**src/rtl/mux_scan_seq_pkg.sv**
```systemverilog
// Shared types and defaults for the mux scan sequencer.
// Optional feature macro: SCAN_PARITY_EN (adds the PAR state for an even-parity trailer bit).
package mux_scan_pkg;

  localparam int WIDTH_DEF = 8;
  localparam int SEL_W_DEF = 3;

`ifdef SCAN_PARITY_EN
  typedef enum logic [1:0] {
    IDLE  = 2'd0,
    SCAN  = 2'd1,
    PAR   = 2'd2,
    DRAIN = 2'd3
  } scan_state_t;
`else
  typedef enum logic [1:0] {
    IDLE  = 2'd0,
    SCAN  = 2'd1,
    DRAIN = 2'd3
  } scan_state_t;
`endif

endpackage

```
**src/rtl/mux_scan_seq_ser_out.sv**
```systemverilog
// Serial output register: loads a new bit on step, drops valid on a plain
// acceptance, and otherwise holds bit and valid steady under backpressure.
module ser_out_reg (
  input  logic clk,
  input  logic rst,
  input  logic step,
  input  logic bit_in,
  input  logic clr,
  output logic ser_bit,
  output logic ser_valid
);

  // Load on step, retire on acceptance, hold otherwise
  always_ff @(posedge clk) begin
    if (rst) begin
      ser_bit   <= 1'b0;
      ser_valid <= 1'b0;
    end else if (step) begin
      ser_bit   <= bit_in;
      ser_valid <= 1'b1;
    end else if (clr) begin
      ser_valid <= 1'b0;
    end
  end

endmodule

```
**src/rtl/mux_scan_seq.sv**
```systemverilog
// Upstream sequencer for an external 8:1 mux: latches a parallel word onto the
// mux data inputs, walks the select from 0 to WIDTH-1 and streams the sampled
// mux output LSB first over a valid/ready serial interface.
// Optional feature macro: SCAN_PARITY_EN (appends an even-parity bit of mux_i).
module mux_scan_seq
  import mux_scan_pkg::*;
#(
  parameter int WIDTH = WIDTH_DEF,
  parameter int SEL_W = SEL_W_DEF
) (
  input  logic             clk,
  input  logic             rst,
  input  logic             load_valid,
  output logic             load_ready,
  input  logic [WIDTH-1:0] data_in,
  output logic [WIDTH-1:0] mux_i,
  output logic [SEL_W-1:0] mux_s,
  input  logic             mux_y,
  output logic             ser_bit,
  output logic             ser_valid,
  input  logic             ser_ready,
  output logic             done
);

  localparam logic [SEL_W-1:0] LAST_SEL = SEL_W'(WIDTH - 1);

  scan_state_t state;
  logic        can_step;
  logic        step_en;
  logic        step_bit;
  logic        ser_clr;

  // Step qualification and the bit to capture on a step
  always_comb begin
    can_step = ~ser_valid | ser_ready;
    ser_clr  = ser_valid & ser_ready;
    step_en  = 1'b0;
    step_bit = mux_y;
    if (state == SCAN) begin
      step_en = can_step;
    end
`ifdef SCAN_PARITY_EN
    if (state == PAR) begin
      step_en  = can_step;
      // Parity comes from the latched word, not from the mux samples
      step_bit = ^mux_i;
    end
`endif
  end

  // Sequencer FSM with registered handshake and mux drive outputs
  always_ff @(posedge clk) begin
    if (rst) begin
      state      <= IDLE;
      load_ready <= 1'b1;
      mux_i      <= '0;
      mux_s      <= '0;
      done       <= 1'b0;
    end else begin
      done <= 1'b0;
      case (state)
        IDLE: begin
          if (load_valid) begin
            mux_i      <= data_in;
            mux_s      <= '0;
            load_ready <= 1'b0;
            state      <= SCAN;
          end
        end
        SCAN: begin
          if (can_step) begin
            if (mux_s == LAST_SEL) begin
              mux_s <= '0;
`ifdef SCAN_PARITY_EN
              state <= PAR;
`else
              state <= DRAIN;
`endif
            end else begin
              mux_s <= mux_s + SEL_W'(1);
            end
          end
        end
`ifdef SCAN_PARITY_EN
        PAR: begin
          if (can_step) begin
            state <= DRAIN;
          end
        end
`endif
        DRAIN: begin
          // Last bit leaves when it is accepted; IDLE and done appear together
          if (ser_valid && ser_ready) begin
            done       <= 1'b1;
            load_ready <= 1'b1;
            state      <= IDLE;
          end
        end
        default: begin
          state      <= IDLE;
          load_ready <= 1'b1;
        end
      endcase
    end
  end

  ser_out_reg u_ser_out (
    .clk       (clk),
    .rst       (rst),
    .step      (step_en),
    .bit_in    (step_bit),
    .clr       (ser_clr),
    .ser_bit   (ser_bit),
    .ser_valid (ser_valid)
  );

endmodule

```
**config.mk**
```make
export PLATFORM = sky130hd
export DESIGN_NAME = mux_scan_seq
export DESIGN_NICKNAME = d
export VERILOG_FILES = /design/src/rtl/mux_scan_seq_pkg.sv /design/src/rtl/mux_scan_seq_ser_out.sv /design/src/rtl/mux_scan_seq.sv
export SDC_FILE = /design/constraint.sdc
export NUM_CORES = 1
export LEC_CHECK = 0
export ABC_AREA = 1
export BUFFER_PORTS_ARGS = -buffer_cell sky130_fd_sc_hd__buf_2
export CORE_MARGIN = 5
export CORE_UTILIZATION = 47
export CTS_CLUSTER_DIAMETER = 40
export DETAILED_ROUTE_END_ITERATION = 10
export PLACE_DENSITY_LB_ADDON = 0.25
export SLEW_MARGIN = 20
export SYNTH_ARGS = -nofsm -noshare
export SYNTH_HDL_FRONTEND = slang
export SYNTH_SLANG_ARGS = --single-unit
```
**constraint.sdc**
```tcl
create_clock -name clk -period 2.25 [get_ports clk]
set_clock_uncertainty 0.15 [all_clocks]
set_input_delay 0.1125 -clock clk [delete_from_list [all_inputs] [get_ports clk]]
set_output_delay 0.1125 -clock clk [all_outputs]
set_load 0.03 [all_outputs]
```
== After elaboration in Yosys (flattened, before gate mapping) ==
Index checks and enable logic that the tools add are counted.
Storage, ports and cells
  latch bits: 0
  bits in read-only memories: 0
  output and inout port bits: 15
  register bits after elaboration: 17
  RAM bits: 0
  memories kept: 0
  logic and storage cells: 45
Cells by class
  shifts and indexed selects: 0
  multiplexer cells: 16
  bitwise gates (word level): 5
  equality and inequality tests: 7
  reductions and logical operators: 9
  multiply operators: 0
  order comparisons: 0
  add/subtract/negate cells: 1
  divide/modulo/power cells: 0
Operators by type and width (number)
  3-bit 2-to-1 mux: 3
  2-bit 2-to-1 mux: 4
  1-bit 2-to-1 mux: 6
  2-bit != test, second input constant: 3
  2-bit one-hot mux with 3 select lines: 1
  3-bit one-hot mux with 2 select lines: 1
  3-bit AND reduction: 2
  4-bit AND reduction: 1
  2-bit nonzero test: 2
  3-bit by 1-bit adder with 3-bit output, second input constant: 1
  3-bit equality test, second input constant: 1
  1-bit inverter: 3
  1-bit one-hot mux with 3 select lines: 1
  2-bit by 1-bit equality test with 1-bit output, second input constant: 1
  2-bit equality test, second input constant: 1
  2-bit zero test: 1
  2-bit by 1-bit != test with 1-bit output, second input constant: 1
  2-bit AND reduction: 1
  2-bit OR reduction: 1
  1-bit AND: 1
  1-bit logical AND: 1
  1-bit bitwise OR: 1

== Logic depth before layout (Yosys ltp) ==
Gate-level depths: netlist of the first run.
  depth in word-level cells: 4
  depth in mapped cells: 8
  depth with buffers taken out: 8

== Modules after synthesis ==
A second synthesis of the first run with hierarchy kept.
Second synthesis, totals
  cells, all modules: 95
  area, all modules: 714.4 sq um
By module, submodules not included
  mux_scan_seq: times used 1, cells an instance 86, sequential area each 300.3 sq um, area each 641.9 sq um
  ser_out_reg: times used 1, cells an instance 9, sequential area each 40.0 sq um, area each 72.6 sq um

== Worst setup path before layout of the first run ==
OpenSTA, ideal clock, no wires.
  path kind: register to register
  start: register mux_s[0]
  end: register mux_s[2]
  buffers on the path: 0
  cell stages (with the launch flop): 5
  arrival: 1.161 ns
  setup slack: 0.821 ns
  setup time: 0.118 ns
  clock period less this slack: 1.429 ns
  required time: 1.982 ns
  cells stage by stage: dfxtp_1 -> ha_1 -> ha_1 -> a22oi_1 -> nor2_1
On the way
  word-level cells in the longest chain between the ends: 4
Ends and longest elaborated chain
  start: declaration: line mux_scan_seq.sv:17  | output logic [SEL_W-1:0] mux_s,
  start signal: assignment: line mux_scan_seq.sv:80  | mux_s <= mux_s + SEL_W'(1);
  3-bit by 1-bit adder with 3-bit output or 3-bit equality test (tied branches): line mux_scan_seq.sv:80, mux_scan_seq.sv:72
  3-bit 2-to-1 mux *: line mux_scan_seq.sv:72  | if (mux_s == LAST_SEL) begin
  3-bit 2-to-1 mux *: line mux_scan_seq.sv:71  | if (can_step) begin
  3-bit one-hot mux with 2 select lines *: line mux_scan_seq.sv:61  | case (state)
Every way passes the cells marked *; elsewhere a longest branch is shown, timed or not. The select of a mux whose other input is x is not followed.
A chain may end at the register's enable or synchronous reset.

== Worst setup path in the final report of the first run ==
  start: register mux_s[0]
  end: register mux_s[0]
The elaborated chain is that of the path after synthesis.

==> impl_metrics.json, run 1 <==
{
  "relSlewSlack_pct": 80.70,
  "reg2reg_from": "mux_s[0]$_SDFFE_PP0P_",
  "mostFrequentLayoutCell": "buf_2",
  "core-area_um2": 1471,
  "critical_path_class": "register to register",
  "hold_class": "input pin to register",
  "worstSetupEndpointType": "register",
  "grt.busiest_layer": "met2",
  "via_count": 694,
  "drv_cap": 0,
  "grt_first_pass_wirelength_um": 2815,
  "synth_area_um2": 705.7,
  "root_buffer": "clkbuf_4",
  "routed_via_density": 4.627,
  "ys_types": 17,
  "drc": 0,
  "grtUsageMet3_pct": 3.374,
  "crit_end": "mux_s[0]$_SDFFE_PP0P_",
  "grt_max_degree": 14,
  "final_cell_mix": "27 x buf_2, 26 x nor2_1, 17 x dfxtp_1",
  "seq_power_share_pct": 46.2,
  "gp_congestion": 0.8220,
  "final_area_um2": 982.2,
  "ctsHoldBuffers": 11,
  "track_usage_pct": 14.90,
  "fin_crit_ns": 1.363,
  "io_buffers": 27,
  "ctsResizeCount": 0,
  "clockBufferDepth": 2,
  "reg2regPathDepth": 7,
  "die_h_um": 48.75,
  "p_sw_share_pct": 37.78,
  "antenna_left": 0,
  "leakage_nw": 0.5035,
  "rsz0062_at_grt": "false",
  "crit_required_ns": 2.34,
  "worstMarginPinSlew_ns": 0.2891,
  "row_count": 14,
  "dr.first_iter.drc_count": 12,
  "clockPowerShare_pct": 20.1,
  "initial_core_util_pct": 47.96,
  "diodes": 0,
  "finalSetupTns_ns": 0,
  "cts_inserted_buffers": 3,
  "max_freq_ghz": 0.7339,
  "worst_ir_drop_vdd_mv": 0.4481,
  "grt_overflow": 0,
  "ys_seq_area_share_pct": 48.23,
  "clock-sinks": 17,
  "die_w_um": 48.75,
  "place.detailed.hpwl_um": 1080,
  "final_core_util_pct": 66.75,
  "r2r_slack_ns": 0.89,
  "htree_levels": 1,
  "setup_viol": 0,
  "wl_per_cell_um": 10.81,
  "p_switching_mw": 0.3054,
  "nNetsFinal": 150,
  "holdWs_ns": 0.04194,
  "avgSynthCellArea_um2": 7.507,
  "crit_fanout": 4,
  "slew_violations": 0,
  "status": "finished, final reports clean",
  "syn_nets": 109,
  "p_comb_share_pct": 33.7,
  "worstSetupStartpointType": "register",
  "cts_tree": "yes",
  "io-pin-count": 28,
  "arrival_ns": 1.45,
  "period_share_pct": 60.56,
  "area.growth.synth_to_final_pct": 39.18,
  "grt_use_met1_pct": 17.82,
  "syn_inst": 94,
  "p_int_mw": 0.5030,
  "hold_violations": 0,
  "grtUsageMet2_pct": 23.70,
  "clk_pin_slew_ns": 0.10,
  "totalWireLength_um": 1621,
  "drive_gt1_share_pct": 28.36,
  "startpoint": "mux_s[0]$_SDFFE_PP0P_",
  "timing.rr.end": "mux_s[0]$_SDFFE_PP0P_",
  "insertion_delay_ns": 0.29,
  "place_area_um2": 844.6,
  "post_cts_buffers": 0,
  "die-area_um2": 2377,
  "antenna_found_initial": 0,
  "p_per_area_nw_per_um2": 823.1,
  "ys_seq_elements": 17,
  "grt_pass1_vias": 645,
  "ys.warnings.count": 0,
  "first_pass_iters": 4
}
[cell type report]
class                      instances  area (µm²)
sequential                        17       340.3
clock buffer                       3       22.52
multi-input combinational         66       315.3
timing repair buffer              38       245.2
tap                               16       20.02
inverter                           9       33.78
fill                             130       489.2
clock inverter                     1       5.005
[layer usage]
metal  share of wire [%]  routed length (µm)
met3                 6.8                 110
met5                   0                   0
met2                  45                 731
met1                  45                 732
met4                 2.8                  46
[worst min path at each step]
| stage | from | end | slack (ns) | depth (start not counted) |
|---|---|---|---|---|
| after detailed placement | rst | mux_s[0]$_SDFFE_PP0P_ | 0.21 | 2 |
| after global placement | rst | mux_s[0]$_SDFFE_PP0P_ | 0.21 | 2 |
| after global routing | load_valid | state[0]$_SDFFE_PP0P_ | 0.05 | 5 |
| final | load_valid | state[0]$_SDFFE_PP0P_ | 0.04 | 5 |
| after CTS | load_valid | state[0]$_SDFFE_PP0P_ | 0.04 | 5 |
| after floorplan | rst | mux_s[0]$_SDFFE_PP0P_ | 0.02 | 1 |
[worst max-delay path, cell delays in order (launching register included)]
cell	delay, ns
dfxtp_1	0.36
ha_1	0.21
ha_1	0.17
inv_1	0.05
nand2_1	0.07
nor2_1	0.12
nand2_1	0.07
a21oi_2	0.10
[sequential cells by signal, indices dropped and copies added (netlist names)]
signal / count
load_ready: 1
mux_s: 3
done: 1
state: 2
u_ser_out.ser_bit: 1
mux_i: 8
u_ser_out.ser_valid: 1
[kinds of logic (layout without fill, tap and decap cells)]
group	after synthesis	after routing	synth area share, %
compound gates	15	15	11.88
simple gates	49	49	29.26
fa+ha+maj	2	2	3.546
buf+inv	11	51	7.092
flops	17	17	48.23
[power groups by stage]
stage / combinational, mW / clock (mW) / sequential, mW
CTS: 0.274 / 0.168 / 0.373
global route: 0.304 / 0.185 / 0.380
global placement: 0.256 / 0 / 0.377
detailed placement: 0.259 / 0 / 0.380
finish: 0.272 / 0.162 / 0.374
floorplan: 0.124 / 0 / 0.450
[stage by stage]
step                setup WS [ns]  cells  power, mW
floorplan                  0.8210     94     0.5734
global placement           0.9496    135     0.6332
detailed placement         0.9107    135     0.6387
CTS                        0.8837    150     0.8145
global route               0.7630    150     0.8688
finish                     0.8874    150     0.8084
[cells in the mapped netlist, drive strengths merged]
master / instances / share of area, %
nand3: 4 / 2.8
nand2: 16 / 9.2
nor2: 28 / 16
nor4: 1 / 0.89
clkbuf: 1 / 0.71
o21ai: 10 / 7.1
ha: 2 / 3.5
dfxtp: 17 / 48
a22oi: 2 / 2.1
inv: 9 / 4.8
buf: 1 / 1.6
a21oi: 3 / 2.7
No activity file was read; power rests on OpenSTA's default activity.
==> run 2, diff against run 1 <==
--- a/config.mk
+++ b/config.mk
@@ -8,7 +8,7 @@
 export ABC_AREA = 1
 export BUFFER_PORTS_ARGS = -buffer_cell sky130_fd_sc_hd__buf_2
 export CORE_MARGIN = 5
-export CORE_UTILIZATION = 47
+export CORE_UTILIZATION = 45
 export CTS_CLUSTER_DIAMETER = 40
 export DETAILED_ROUTE_END_ITERATION = 10
 export PLACE_DENSITY_LB_ADDON = 0.25
==> constraint.sdc (replaced) <==
create_clock -name clk -period 1.3 [get_ports clk]
set_clock_uncertainty 0.15 [all_clocks]
set_input_delay 0.065 -clock clk [delete_from_list [all_inputs] [get_ports clk]]
set_output_delay 0.065 -clock clk [all_outputs]
set_load 0.03 [all_outputs]
==> run 2 against run 1 <==
Final cell count is 2.0% higher. Sequential share of layout area is 1.3 points lower. Combinational power is 88% higher. Core utilization is 3.3 points higher. Total power is 77% higher. Sequential cell count stayed put. Clock power is 65% higher. Setup slack worse by 0.84 ns. Die area is 3.5% higher. Sequential power is 75% higher. Highest routed layer is now met3.
==> impl_metrics.json, run 2 (same netlist as run 1, synthesis figures left out) <==
{
  "status": "finished, final reports clean",
  "die-area_um2": 2460,
  "max_freq_ghz": 0.7997,
  "arrival_ns": 1.27,
  "worstSetupEndpointType": "register",
  "p_sw_share_pct": 36.70,
  "mostFrequentLayoutCell": "buf_2",
  "htree_levels": 1,
  "worstMarginPinSlew_ns": 0.2806,
  "initial_core_util_pct": 47.39,
  "p_switching_mw": 0.5266,
  "drc": 0,
  "insertion_delay_ns": 0.28,
  "gp_congestion": 0.8314,
  "area.growth.synth_to_final_pct": 47.87,
  "die_h_um": 49.60,
  "period_share_pct": 96.19,
  "p_comb_share_pct": 35.7,
  "die_w_um": 49.60,
  "track_usage_pct": 13.47,
  "first_pass_iters": 4,
  "root_buffer": "clkbuf_4",
  "drv_cap": 0,
  "holdWs_ns": 0.01446,
  "leakage_nw": 0.5131,
  "final_area_um2": 1044,
  "slew_violations": 0,
  "setup_viol": 0,
  "hold_violations": 0,
  "final_cell_mix": "27 x buf_2, 26 x nor2_1, 13 x nand2_1, 13 x dfxtp_1, 11 x dlygate4sd3_1",
  "largest_reg_flops": 8,
  "grt_max_degree": 14,
  "relSlewSlack_pct": 81.27,
  "rsz0062_at_grt": "true",
  "clockBufferDepth": 2,
  "antenna_found_initial": 0,
  "grt_first_pass_wirelength_um": 2656,
  "diodes": 0,
  "fin_crit_ns": 1.250,
  "cts_tree": "yes",
  "place.detailed.hpwl_um": 1131,
  "seq_power_share_pct": 45.6,
  "antenna_left": 0,
  "nNetsFinal": 153,
  "power_mw": 1.435,
  "worst_ir_drop_vdd_mv": 0.8250,
  "dr.first_iter.drc_count": 8,
  "place_area_um2": 852.1,
  "io-pin-count": 28,
  "routed_via_density": 4.627,
  "n_fill_cell": 123,
  "via_count": 708,
  "grt_pass1_vias": 644,
  "crit_fanout": 5,
  "p_per_area_nw_per_um2": 1375,
  "row_count": 14,
  "clockPowerShare_pct": 18.7,
  "totalWireLength_um": 1565,
  "critical_path_class": "input pin to register",
  "clk_pin_slew_ns": 0.10,
  "crit_required_ns": 1.32,
  "cts_inserted_buffers": 3,
  "worstSetupStartpointType": "input pin",
  "top_regs": "mux_i (8), mux_s (3), state (2)",
  "io_buffers": 27,
  "largest-register": "mux_i",
  "wl_per_cell_um": 10.23,
  "grt_overflow": 0,
  "drive_gt1_share_pct": 35.77,
  "clock-sinks": 17,
  "p_int_mw": 0.9082,
  "core-area_um2": 1489,
  "hold_class": "input pin to register"
}
-- run 2: per-stage QoR --
stage	util [%]	setup TNS, ns	instances	setup WS [ns]
after floorplan	-	0	94	0.004274
final	70.08	0	153	0.04955
after global placement	57.23	0	135	0.01567
after global routing	70.08	-0.1182	153	-0.04746
after detailed placement	57.23	-0.01095	135	-0.01095
after CTS	67.31	0	151	0.003792
-- run 2: layout make-up --
class                           count  area, µm²  area share, %
Inverter                            9      33.78          3.237
Tap cell                           16      20.02          1.918
Timing Repair Buffer               41      267.8          25.66
Clock buffer                        4      26.28          2.518
Sequential cell                    17      347.8          33.33
Multi-Input combinational cell     66      347.8          33.33
-- run 2: path summary, 6_finish.rpt --
kind / startpoint / to / slack [ns] / depth (start not counted)
setup / recovery: ser_ready / mux_s[1]$_SDFFE_PP0P_ / 0.05 / 8
hold / removal: load_valid / state[0]$_SDFFE_PP0P_ / 0.01 / 5
setup reg to reg: mux_s[0]$_SDFFE_PP0P_ / state[1]$_SDFFE_PP0P_ / 0.05 / 8
hold reg to reg: load_ready$_SDFFE_PP1P_ / load_ready$_SDFFE_PP1P_ / 0.30 / 2
-- run 2: timing repair --
| action | CTS | global route |
|---|---|---|
| buffers inserted | 1 | 2 |
| endpoints found under the setup margin | 2 | 7 |
| pin swaps | 0 | 5 |
| resized for setup | 2 | 6 |
| hold endpoints to repair | 13 | 0 |
| hold buffers | 11 | 0 |
-- run 2: layer usage --
layer  global-route usage (%)  vias to the layer above  wire [µm]
met4                    5.240                        0          0
met5                        0                        -          0
met1                    15.84                      300        720
met2                    21.82                       23        701
li1                         -                      385          -
met3                    5.120                        0        143
-- run 2: power groups by stage --
stage | registers (mW) | clock network, mW | logic (mW)
after floorplan | 0.781 | 0 | 0.214
after global placement | 0.656 | 0 | 0.445
after detailed placement | 0.659 | 0 | 0.450
after CTS | 0.646 | 0.285 | 0.492
after global routing | 0.666 | 0.313 | 0.570
final | 0.654 | 0.268 | 0.512
-- run 2: worst max-delay path, cell delays in order --
cell           delay [ns]
dlygate4sd3_1        0.53
buf_2                0.13
inv_1                0.05
nand2_1              0.08
nand2_2              0.13
nand2_1              0.08
o21ai_0              0.15
nor2_1               0.06
